==> src/rtl/fwd_hazard_ctrl_if.sv <==
// ID-stage hazard bus between the ID/EX control path and fwd_hazard_ctrl.
// Optional WB_BYPASS_EN macro adds the ID-stage writeback bypass flags.
interface fwd_hazard_ctrl_if #(
   parameter int REG_AW      = 5,
   parameter int STALL_CNT_W = 16
);
   logic                   id_valid;
   logic [REG_AW-1:0]      id_rs1;
   logic [REG_AW-1:0]      id_rs2;
   logic [REG_AW-1:0]      id_rd;
   logic                   id_regwrite;
   logic                   id_memread;
   logic                   flush;
   logic [1:0]             ForwardA;
   logic [1:0]             ForwardB;
   logic                   stall;
   logic                   ex_bubble;
   logic [STALL_CNT_W-1:0] stall_cnt;
`ifdef WB_BYPASS_EN
   logic                   id_bypass_a;
   logic                   id_bypass_b;
`endif

   modport master (
`ifdef WB_BYPASS_EN
      input  id_bypass_a, id_bypass_b,
`endif
      output id_valid, id_rs1, id_rs2, id_rd, id_regwrite, id_memread, flush,
      input  ForwardA, ForwardB, stall, ex_bubble, stall_cnt
   );

   modport slave (
`ifdef WB_BYPASS_EN
      output id_bypass_a, id_bypass_b,
`endif
      input  id_valid, id_rs1, id_rs2, id_rd, id_regwrite, id_memread, flush,
      output ForwardA, ForwardB, stall, ex_bubble, stall_cnt
   );
endinterface

==> src/rtl/fwd_hazard_ctrl.sv <==
// EX operand forwarding selects and load-use stall control for a 5-stage pipeline,
// using shadow EX/MEM/WB destination records. Optional macro: WB_BYPASS_EN.
module fwd_hazard_ctrl #(
   parameter int REG_AW      = 5,
   parameter int STALL_CNT_W = 16
) (
   input  logic            clk,
   input  logic            rst,
   fwd_hazard_ctrl_if.slave bus
);

   typedef struct packed {
      logic              valid;
      logic [REG_AW-1:0] rs1;
      logic [REG_AW-1:0] rs2;
      logic [REG_AW-1:0] rd;
      logic              regwrite;
      logic              memread;
   } ex_rec_t;

   // Past EX only the destination side is ever consulted.
   typedef struct packed {
      logic              valid;
      logic [REG_AW-1:0] rd;
      logic              regwrite;
   } dst_rec_t;

   localparam logic [REG_AW-1:0]      REG_ZERO = {REG_AW{1'b0}};
   localparam logic [STALL_CNT_W-1:0] CNT_MAX  = {STALL_CNT_W{1'b1}};

   ex_rec_t                ex_q, ex_d;
   dst_rec_t               mem_q, mem_d;
   dst_rec_t               wb_q, wb_d;
   logic                   ex_bubble_q, ex_bubble_d;
   logic [STALL_CNT_W-1:0] stall_cnt_q, stall_cnt_d;
   logic                   load_use_s;
   logic                   stall_s;
   logic [1:0]             fwd_a_s;
   logic [1:0]             fwd_b_s;

   function automatic logic dst_hit(input dst_rec_t rec, input logic [REG_AW-1:0] src);
      return rec.valid & rec.regwrite & (rec.rd != REG_ZERO) & (rec.rd == src);
   endfunction

   function automatic logic [1:0] fwd_sel(input logic ex_valid, input dst_rec_t mem,
                                          input dst_rec_t wb, input logic [REG_AW-1:0] src);
      logic [1:0] sel;
      sel = 2'b00;
      if (!ex_valid) begin
         sel = 2'b00;
      end else if (dst_hit(mem, src)) begin
         sel = 2'b10;
      end else if (dst_hit(wb, src)) begin
         sel = 2'b01;
      end else begin
         sel = 2'b00;
      end
      return sel;
   endfunction

   // Load-use detection; a redirect discards the consumer, so flush masks it.
   always_comb begin
      load_use_s = bus.id_valid & ex_q.valid & ex_q.memread & (ex_q.rd != REG_ZERO) &
                   ((ex_q.rd == bus.id_rs1) | (ex_q.rd == bus.id_rs2));
      stall_s    = load_use_s & ~bus.flush;
      fwd_a_s    = fwd_sel(ex_q.valid, mem_q, wb_q, ex_q.rs1);
      fwd_b_s    = fwd_sel(ex_q.valid, mem_q, wb_q, ex_q.rs2);
   end

   // Next-state for the shadow records, bubble flag and stall counter.
   always_comb begin
      ex_d        = '0;
      mem_d       = '0;
      wb_d        = '0;
      ex_bubble_d = 1'b0;
      stall_cnt_d = stall_cnt_q;

      if (stall_s | bus.flush) begin
         ex_d = '0;
      end else begin
         ex_d.valid    = bus.id_valid;
         ex_d.rs1      = bus.id_rs1;
         ex_d.rs2      = bus.id_rs2;
         ex_d.rd       = bus.id_rd;
         ex_d.regwrite = bus.id_regwrite & bus.id_valid;
         ex_d.memread  = bus.id_memread & bus.id_valid;
      end

      mem_d.valid    = ex_q.valid;
      mem_d.rd       = ex_q.rd;
      mem_d.regwrite = ex_q.regwrite;
      wb_d           = mem_q;
      ex_bubble_d    = stall_s | bus.flush;

      if (stall_s && (stall_cnt_q != CNT_MAX)) begin
         stall_cnt_d = stall_cnt_q + {{(STALL_CNT_W-1){1'b0}}, 1'b1};
      end else begin
         stall_cnt_d = stall_cnt_q;
      end
   end

   // Pipeline shadow registers; reset clears every record so nothing stalls or forwards.
   always_ff @(posedge clk or posedge rst) begin
      if (rst) begin
         ex_q        <= '0;
         mem_q       <= '0;
         wb_q        <= '0;
         ex_bubble_q <= 1'b0;
         stall_cnt_q <= {STALL_CNT_W{1'b0}};
      end else begin
         ex_q        <= ex_d;
         mem_q       <= mem_d;
         wb_q        <= wb_d;
         ex_bubble_q <= ex_bubble_d;
         stall_cnt_q <= stall_cnt_d;
      end
   end

   assign bus.ForwardA  = fwd_a_s;
   assign bus.ForwardB  = fwd_b_s;
   assign bus.stall     = stall_s;
   assign bus.ex_bubble = ex_bubble_q;
   assign bus.stall_cnt = stall_cnt_q;

`ifdef WB_BYPASS_EN
   assign bus.id_bypass_a = dst_hit(wb_q, bus.id_rs1);
   assign bus.id_bypass_b = dst_hit(wb_q, bus.id_rs2);
`endif

endmodule

==> src/flat_wrapper.sv <==
// flat-port wrapper written by rule: the top's interface ports become plain ports
module fwd_hazard_ctrl_flat 
#(
   parameter int REG_AW      = 5,
   parameter int STALL_CNT_W = 16
)
  (clk, rst, bus_id_valid, bus_id_rs1, bus_id_rs2, bus_id_rd, bus_id_regwrite, bus_id_memread, bus_flush, bus_ForwardA, bus_ForwardB, bus_stall, bus_ex_bubble, bus_stall_cnt);
  fwd_hazard_ctrl_if #(.REG_AW(REG_AW), .STALL_CNT_W(STALL_CNT_W)) bus_i ();
  input  logic clk;
  input  logic rst;
  input wire logic [$bits(bus_i.id_valid)-1:0] bus_id_valid;
  input wire logic [$bits(bus_i.id_rs1)-1:0] bus_id_rs1;
  input wire logic [$bits(bus_i.id_rs2)-1:0] bus_id_rs2;
  input wire logic [$bits(bus_i.id_rd)-1:0] bus_id_rd;
  input wire logic [$bits(bus_i.id_regwrite)-1:0] bus_id_regwrite;
  input wire logic [$bits(bus_i.id_memread)-1:0] bus_id_memread;
  input wire logic [$bits(bus_i.flush)-1:0] bus_flush;
  output wire logic [$bits(bus_i.ForwardA)-1:0] bus_ForwardA;
  output wire logic [$bits(bus_i.ForwardB)-1:0] bus_ForwardB;
  output wire logic [$bits(bus_i.stall)-1:0] bus_stall;
  output wire logic [$bits(bus_i.ex_bubble)-1:0] bus_ex_bubble;
  output wire logic [$bits(bus_i.stall_cnt)-1:0] bus_stall_cnt;
  assign bus_i.id_valid = bus_id_valid;
  assign bus_i.id_rs1 = bus_id_rs1;
  assign bus_i.id_rs2 = bus_id_rs2;
  assign bus_i.id_rd = bus_id_rd;
  assign bus_i.id_regwrite = bus_id_regwrite;
  assign bus_i.id_memread = bus_id_memread;
  assign bus_i.flush = bus_flush;
  assign bus_ForwardA = bus_i.ForwardA;
  assign bus_ForwardB = bus_i.ForwardB;
  assign bus_stall = bus_i.stall;
  assign bus_ex_bubble = bus_i.ex_bubble;
  assign bus_stall_cnt = bus_i.stall_cnt;
  fwd_hazard_ctrl #(.REG_AW(REG_AW), .STALL_CNT_W(STALL_CNT_W)) u_core (.clk(clk), .rst(rst), .bus(bus_i));
endmodule
==> config.mk <==
export PLATFORM = sky130hd
export DESIGN_NAME = fwd_hazard_ctrl_flat
export DESIGN_NICKNAME = d
export VERILOG_FILES = /design/src/rtl/fwd_hazard_ctrl_if.sv /design/src/rtl/fwd_hazard_ctrl.sv /design/src/flat_wrapper.sv
export SDC_FILE = /design/constraint.sdc
export NUM_CORES = 1
export LEC_CHECK = 0
export ABC_AREA = 1
export CAP_MARGIN = 40
export CORE_MARGIN = 3
export CORE_UTILIZATION = 41
export CTS_BUF_LIST = sky130_fd_sc_hd__clkbuf_2 sky130_fd_sc_hd__clkbuf_4 sky130_fd_sc_hd__clkbuf_8
export DETAILED_ROUTE_END_ITERATION = 7
export GPL_TIMING_DRIVEN = 0
export MAX_ROUTING_LAYER = met4
export SETUP_SLACK_MARGIN = 0.1
export SLEW_MARGIN = 20
export SYNTH_ARGS = -nofsm -noshare
export SYNTH_HDL_FRONTEND = slang
export SYNTH_SLANG_ARGS = --single-unit
==> constraint.sdc <==
create_clock -name clk -period 2.35 [get_ports clk]
set_input_delay 0.235 -clock clk [delete_from_list [all_inputs] [get_ports clk]]
set_output_delay 0.235 -clock clk [all_outputs]
set_load 0.01 [all_outputs]
======== After elaboration in Yosys (flattened, before gate mapping) ========
Cells that the tools add are included.
storage, ports and cells
  bits in registers ....................... 49
  output and inout bits ................... 22
  logic and storage cells ................. 51
operators by class
  add/sub/neg operators ................... 1
  equality and inequality tests ........... 7
  mux-type cells .......................... 7
  bitwise gates (word level) .............. 18
  reduce and logical (&&, ||, !) cells .... 4
operators with widths
  operator                                        number
  equality test 5 bit                             6
  2-to-1 mux 18 bit                               1
  adder 16 x 1 -> 16 bit (second input constant)  1
  != test 16 bit (second input constant)          1
  AND 1 bit                                       15
  nonzero test 5 bit                              3
  2-to-1 mux 2 bit                                4
  2-to-1 mux 1 bit                                2
  bitwise OR 1 bit                                2
  logical AND 1 bit                               1
  NOT 1 bit                                       1

======== Longest topological paths before layout ========
Gate-level depths: netlist (run 1).
  depth after elaboration ................. 7
  gate-level depth with buffers ........... 11

======== Worst setup path before layout (run 1) ========
OpenSTA, ideal clock, no wires.
  path type ............................... register to register
  from .................................... reg u_core.stall_cnt_q[0] (netlist: u_core.bus.stall_cnt[0])
  to ...................................... reg u_core.stall_cnt_q[7] (netlist: u_core.bus.stall_cnt[7])
  library setup time ...................... 0.117 ns
  data arrival time ....................... 1.448 ns
  required time ........................... 2.233 ns
  slack ................................... 0.785 ns
  stages on the path, launching flop included .. 10
  path buffers ............................ 1
  cell sequence ........................... dfrtp_1 -> ha_1 -> nand3_1 -> nor2_2 -> nand4_2 -> inv_1 -> nor2_4 -> buf_6 -> nand2_1 -> nand2_1
on the way
  word-level cells in the longest chain between the ends .. 2
  elaborated cells between the ends (all ways) .. 3
  classes of those cells .................. 1 x add/sub; 1 x eq/ne; 1 x reduce/logical
RTL lines
  element                                                                         RTL line                text
  start, declared                                                                 fwd_hazard_ctrl.sv:35   logic [STALL_CNT_W-1:0] stall_cnt_q, stall_cnt_d;
  start signal, assigned                                                          fwd_hazard_ctrl.sv:109  stall_cnt_q <= {STALL_CNT_W{1'b0}};
  start signal, assigned                                                          fwd_hazard_ctrl.sv:115  stall_cnt_q <= stall_cnt_d;
  parallel branches: the longest is 2 deep, another holds adder 16 x 1 -> 16 bit  n/a
Parallel ways; which one is timed is not known.
A chain may end at the register's enable or synchronous reset.

======== Worst setup path in the final report (run 1) ========
  from .................................... reg u_core.wb_q[1] (netlist name)
  to ...................................... out bus_ForwardB[0]
on the way
  word-level cells in the longest chain between the ends .. 6
  elaborated cells between the ends (all ways) .. 7
  classes of those cells .................. 1 x eq/ne; 3 x mux; 2 x bitwise; 1 x reduce/logical
RTL lines
  element                 RTL line                text
  start, declared         fwd_hazard_ctrl.sv:33   dst_rec_t wb_q, wb_d;
  start signal, assigned  fwd_hazard_ctrl.sv:113  wb_q <= wb_d;
  nonzero test 5 bit      fwd_hazard_ctrl.sv:42   return rec.valid & rec.regwrite & (rec.rd != REG_ZERO) & (rec.rd == src);
  AND 1 bit               fwd_hazard_ctrl.sv:42
  AND 1 bit (*)           fwd_hazard_ctrl.sv:42
  2-to-1 mux 1 bit (*)    fwd_hazard_ctrl.sv:53   end else if (dst_hit(wb, src)) begin
  2-to-1 mux 2 bit (*)    fwd_hazard_ctrl.sv:51   end else if (dst_hit(mem, src)) begin
  2-to-1 mux 2 bit (*)    fwd_hazard_ctrl.sv:49   if (!ex_valid) begin
  end, declared           flat_wrapper.sv:19      output wire logic [$bits(bus_i.ForwardB)-1:0] bus_ForwardB;
Mark *: on every way between the ends. The rest lies on a longest branch, timed or not.

==> results of run 1 <==
==> how the worst max path moves through the flow <==
stage,startpoint,to,slack [ns],cells past startpoint
after detailed placement,bus_id_rs2[4],bus_stall,0.16,10
after CTS,u_core.ex_q[6],bus_stall,0.12,9
after global placement,rst,u_core.bus.stall_cnt[9],0.01,2
after floorplan,u_core.bus.stall_cnt[0],u_core.bus.stall_cnt[7],0.79,9
after global routing,u_core.mem_q[4],bus_ForwardB[0],0.007,8
final,u_core.wb_q[1],bus_ForwardB[0],0.18,5
==> cells in the mapped netlist, drive strengths merged <==
cell type | count | area share, %
nor3 | 6 | 1.2
o21bai | 1 | 0.31
buf | 3 | 1.1
nand3 | 17 | 3.7
nand2 | 96 | 15
nor4 | 2 | 0.51
or2 | 1 | 0.26
inv | 37 | 5.7
xnor2 | 20 | 7.1
ha | 1 | 0.51
dfrtp | 49 | 50
o21a | 1 | 0.31
a21oi | 2 | 0.41
nand4 | 6 | 2.0
xor2 | 13 | 4.6
nor2 | 45 | 7.3
==> sequential cells by signal, summed over array words and instances (netlist names) <==
signal,cells
u_core.ex_q,18
u_core.bus.stall_cnt,16
u_core.mem_q,7
u_core.wb_q,7
u_core.bus.ex_bubble,1
==> timing repair <==
action	CTS	global route
gates resized for setup	0	5
setup buffers	0	1
endpoints found under the setup margin	0	3
==> area by class of cell <==
class	instances	area (µm²)	area share [%]
Inverter	37	139	4.49
Sequential cell	49	1230	39.7
Timing Repair Buffer	44	453	14.6
Clock buffer	5	68.8	2.22
Clock inverter	3	21.3	0.687
Multi-Input combinational cell	211	1070	34.6
Tap cell	72	90.1	2.91
Buffer	3	26.3	0.849
==> layer usage <==
layer | routed length (µm) | global-route usage (%)
met1 | 2590 | 23.6
met2 | 2150 | 22.5
met3 | 207 | 2.78
met4 | 39 | 4.46
met5 | 0 | -
==> power groups by stage <==
stage,sequential [mW],combinational (mW),clock (mW)
global placement,0.916,0.151,0
CTS,0.900,0.158,0.509
detailed placement,0.917,0.157,0
global route,0.905,0.179,0.545
floorplan,0.910,0.0921,0
finish,0.900,0.157,0.493
==> kinds of logic (layout without fill, tap and decap cells) <==
logic type	count (synthesis)	in the layout
adder cells (fa/ha/maj)	1	1
flip-flops	49	49
XOR/XNOR	33	33
buffers and inverters	40	92
AND/OR/NAND/NOR	173	173
AO/OA/AOI/OAI	4	4
==> stage by stage <==
| stage | util (%) | area [µm²] | hold slack, ns | power (mW) |
|---|---|---|---|---|
| global route | 54.9 | 3100 | 0.252 | 1.63 |
| floorplan | - | 2450 | 0.331 | 1.00 |
| detailed placement | 52.8 | 2980 | 0.339 | 1.07 |
| CTS | 54.4 | 3070 | 0.231 | 1.57 |
| global placement | 52.5 | 2960 | 0.336 | 1.07 |
| finish | 54.9 | 3100 | 0.222 | 1.55 |
==> flow_summary.yaml, run 1 <==
floorplanning:
  initial_utilization_pct: 43.4
  die_area_mm2: 0.00694
  die_y_um: 83.3
  die_w_um: 83.3
  boundaryPins: 43
  core_area_mm2: 0.00564
  rows: 27
clock_tree:
  cts_max_level: 2
  root_buffer: "clkbuf_8"
  clock_latency_ns: 0.30
  ctsHoldBuffers: 0
  cts_buffers: 5
  cts_buffer_depth: 2
  cts_tree: "built"
  clock_sinks: 49
  path_clk_slew_ns: 0.09
routing:
  drt-wirelength-per-cell_um: 11.8
  drc: 0
  ant_nets: 0
  dr.pass1.iters: 4
  vias: 1901
  routed_wl_um: 4990
  avgViaCountPerCell: 4.48
  drt_iter0_markers: 144
sta:
  fmaxAchievable_ghz: 0.461
  maxSlewViolCount: 0
  post-route-min-period_ns: 2.17
  worstMarginPinSlew_ns: 0.367
  clock_skew_ns: 0.00526
  setup_viol_count_final: 0
  relSlewSlack_pct: 75.3
  timing.final.ws_setup_ns: 0.183
  rsz0062_at_grt: "true"
  final.setup.tns_ns: 0
  finalCritPeriodShare_pct: 92.2
  final_hold_viol_count: 0
cells_and_area:
  area_growth_pct: 26.3
  final_net_count: 373
  n_antenna_cell: 0
  fillerInstances: 535
  final_cell_mix: "94 x nand2_1, 48 x dfrtp_1, 43 x nor2_1, 40 x clkdlybuf4s50_1, 36 x inv_1"
  final_common_cell: "nand2_1"
  drive_gt1_share_pct: 7.10
  final_cells: 424
logic_synthesis:
  syn_avg_cell_area_um2: 8.17
  yosys-mux-area-fraction_pct: 0
  synthesis.area_mm2: 0.00245
  ys_seq_elements: 49
  yosys_warnings: 0
  synth_nets: 322
  synth_top_family_by_area: "simple AND/OR/NAND/NOR gates"
  ys_seq_area_share_pct: 50.0
  syn_inst: 300
  synthSimpleGateAreaFrac_pct: 29.9
  synth_compound_area_share_pct: 1.02
  synth_cell_types: 22
  synthAdderAreaFrac_pct: 0.510
  synth-xor-area-share_pct: 11.8
power_and_ir_drop:
  netSwitchingFraction_pct: 25.0
  intPower_mw: 1.16
  powerDensity_mw_per_mm2: 501
  pwr-share-seq_pct: 58.1
  switchingPower_uw: 387
  ir_drop_mv: 0.307
  power_leakage_nw: 1.59
  p_comb_share_pct: 10.1
  clock_power_share_pct: 31.8
global_route:
  antenna_found_initial: 0
  grt_pass1_vias: 1803
  grt_max_degree: 36
  overflow: 0
  grt_pass1_wl_um: 8800
  grtUsageTotal_pct: 16.0
placed_design:
  portBuffers: 42
  dp_cells: 415
  gp_congestion: 0.947
  pre_cts_ws_ns: 0.158
  detailed_place_hpwl_um: 3940
critical_path:
  timing.rr.start: "u_core.bus.stall_cnt[0]"
  crit_slowest_cell: "clkdlybuf4s50_1"
  cp-start-kind: "flop"
  cp.required_ns: 2.12
  critPathTopFamily: "buffers and inverters"
  reg2reg_slack_ns: 0.50
  crit_chain: "xor2_1 > nor4_1 > nand3_1 > nor2_1 > clkdlybuf4s50_1"
  r2r_end: "u_core.bus.stall_cnt[15]"
  cp_max_fo: 3
  slowest_delay_ns: 0.54
  reg2reg_depth: 8
  critPathKind: "reg2out"
  crit_buf_inv: 1
  cp.arrival_ns: 1.93
  cp-end-kind: "output pin"
outcome:
  status: "complete, no violations"
hold_path:
  hp-class: "in2async"
flow_run:
  drv_cap: 0
(Power assumes the default switching activity.)
==> run 2, diff against run 1 <==
Settings changed: CORE_MARGIN 3 to 2, CORE_UTILIZATION 41 to 59, PLACE_DENSITY set to 0.88.
==> run 2 against run 1 <==
Compared with the run above: non-clock buffer count did not move; wire length rose by 1.7%; sequential power barely moved; first-iteration DRC count fell by 17%; final cell count fell by 5.2%; register-to-register slack barely moved; worst setup slack improved by 0.049 ns; core utilization rose by 22 points; worst hold slack got worse by 0.026 ns; via count rose by 6.8%; combinational power barely moved; clock power rose by 22%; critical path type unchanged.
==> flow_summary.yaml, run 2 (synthesis results as in run 1) <==
sta:
  rsz0062_at_grt: "false"
  final_hold_viol_count: 0
  relSlewSlack_pct: 77.2
  maxSlewViolCount: 0
  setup_viol_count_final: 0
  worstMarginPinSlew_ns: 0.339
  final.setup.tns_ns: 0
  finalCritPeriodShare_pct: 90.1
  post-route-min-period_ns: 2.12
  fmaxAchievable_ghz: 0.472
  timing.hold.ws_ns: 0.196
  clock_skew_ns: 0.00583
critical_path:
  cp.required_ns: 2.12
  slowest_delay_ns: 0.59
  crit_chain: "xnor2_1 > nand4_1 > nor4_1 > clkdlybuf4s50_1"
  cp-start-kind: "flop"
  critPathKind: "reg2out"
  crit_slowest_cell: "clkdlybuf4s50_1"
  cp.arrival_ns: 1.88
  cp_max_fo: 3
  cp-end-kind: "output pin"
  crit_buf_inv: 1
  critPathTopFamily: "buffers and inverters"
clock_tree:
  cts_max_level: 2
  clock_latency_ns: 0.30
  root_buffer: "clkbuf_8"
  cts_buffers: 5
  path_clk_slew_ns: 0.09
  cts_tree: "built"
  ctsHoldBuffers: 0
  cts_buffer_depth: 2
  clock_sinks: 49
power_and_ir_drop:
  power_leakage_nw: 1.60
  powerDensity_mw_per_mm2: 538
  totalPowerFinal_mw: 1.66
  ir_drop_mv: 0.399
routing:
  routed_wl_um: 5070
  dr.pass1.iters: 4
  avgViaCountPerCell: 5.05
  vias: 2030
  drt_iter0_markers: 119
  drc: 0
  drt-wirelength-per-cell_um: 12.6
  ant_nets: 0
cells_and_area:
  final_net_count: 373
  largest_register: "u_core.ex_q"
  area_growth_pct: 25.8
  final_common_cell: "nand2_1"
  largest_reg_flops: 18
  n_antenna_cell: 0
  final_cells: 402
  drive_gt1_share_pct: 6.82
  final_cell_mix: "94 x nand2_1, 47 x dfrtp_1, 43 x nor2_1, 39 x clkdlybuf4s50_1, 36 x inv_1"
global_route:
  grtUsageTotal_pct: 25.5
  overflow: 0
  grt_pass1_vias: 1835
  grt_max_degree: 38
  antenna_found_initial: 0
  grt_pass1_wl_um: 8320
floorplanning:
  core_area_mm2: 0.00400
  die_area_mm2: 0.00469
  die_y_um: 68.5
  die_w_um: 68.5
  boundaryPins: 43
  rows: 23
  initial_utilization_pct: 61.3
placed_design:
  detailed_place_hpwl_um: 3920
  gp_congestion: 0.907
  dp_cells: 393
  portBuffers: 42
outcome:
  status: "complete, no violations"
flow_run:
  drv_cap: 0
hold_path:
  hp-class: "in2async"
run 2: changes by cell type in the layout (fill, tap and decap cells not counted):
| cell | before | now |
|---|---|---|
| nor3_2 | 2 | 0 |
| dfrtp_1 | 48 | 47 |
| bufinv_16 | 0 | 1 |
| clkinv_2 | 1 | 0 |
| clkinv_4 | 0 | 1 |
| dfrtp_2 | 1 | 2 |
| inv_6 | 1 | 0 |
| dlygate4sd2_1 | 0 | 1 |
| nor3_1 | 4 | 6 |
| clkdlybuf4s50_1 | 40 | 39 |
run 2: layout make-up:
type	count	area [µm²]
repair buffers	44	452
inverters	37	139
multi-input cells	211	1060
plain buffers	3	26.3
clock buffers	5	68.8
clock inverters	3	46.3
well taps	50	62.6
fillers	286	917
flip-flops and latches	49	1230
run 2: layer usage:
metal  part of all wire, %  global-route usage, %  vias up
met5                     0                      -        -
met4                   2.0                   10.3        0
met3                   5.4                   5.43       11
met2                    48                   38.5       62
met1                    45                   33.5      939
li1                      -                      -     1018
run 2: power breakdown:
| group | total, mW | internal [mW] | leakage [nW] | switching, mW |
|---|---|---|---|---|
| registers | 0.901 | 0.871 | 0.647 | 0.0298 |
| logic | 0.159 | 0.0796 | 0.895 | 0.0794 |
| clock network | 0.600 | 0.318 | 0.0543 | 0.282 |
run 2: path summary, 6_finish.rpt:
check                                         from                  endpoint  slack, ns  cells past startpoint
min in group clk                    u_core.ex_q[1]           u_core.mem_q[0]       0.36                      0
max                                u_core.ex_q[15]           bus_ForwardA[1]       0.23                      4
min                                            rst  u_core.bus.stall_cnt[15]       0.20                      2
max reg2reg                u_core.bus.stall_cnt[0]   u_core.bus.stall_cnt[7]       0.51                      8
min reg2reg                         u_core.ex_q[1]           u_core.mem_q[0]       0.36                      0
max in group asynchronous                      rst            u_core.ex_q[6]       1.66                      3
run 2: repair_timing:
item,CTS,global route
gates resized for setup,2,3
pin swaps,0,0
endpoints found under the setup margin,1,3
setup buffers,1,0
run 2: metrics by stage:
stage / util, % / area, µm² / worst slack (ns)
after floorplan: - / 2450 / 0.785
after global placement: 73.4 / 2930 / 0.104
after detailed placement: 73.9 / 2950 / 0.102
after CTS: 76.9 / 3080 / 0.130
after global routing: 77.1 / 3080 / 0.108
final: 77.1 / 3080 / 0.232
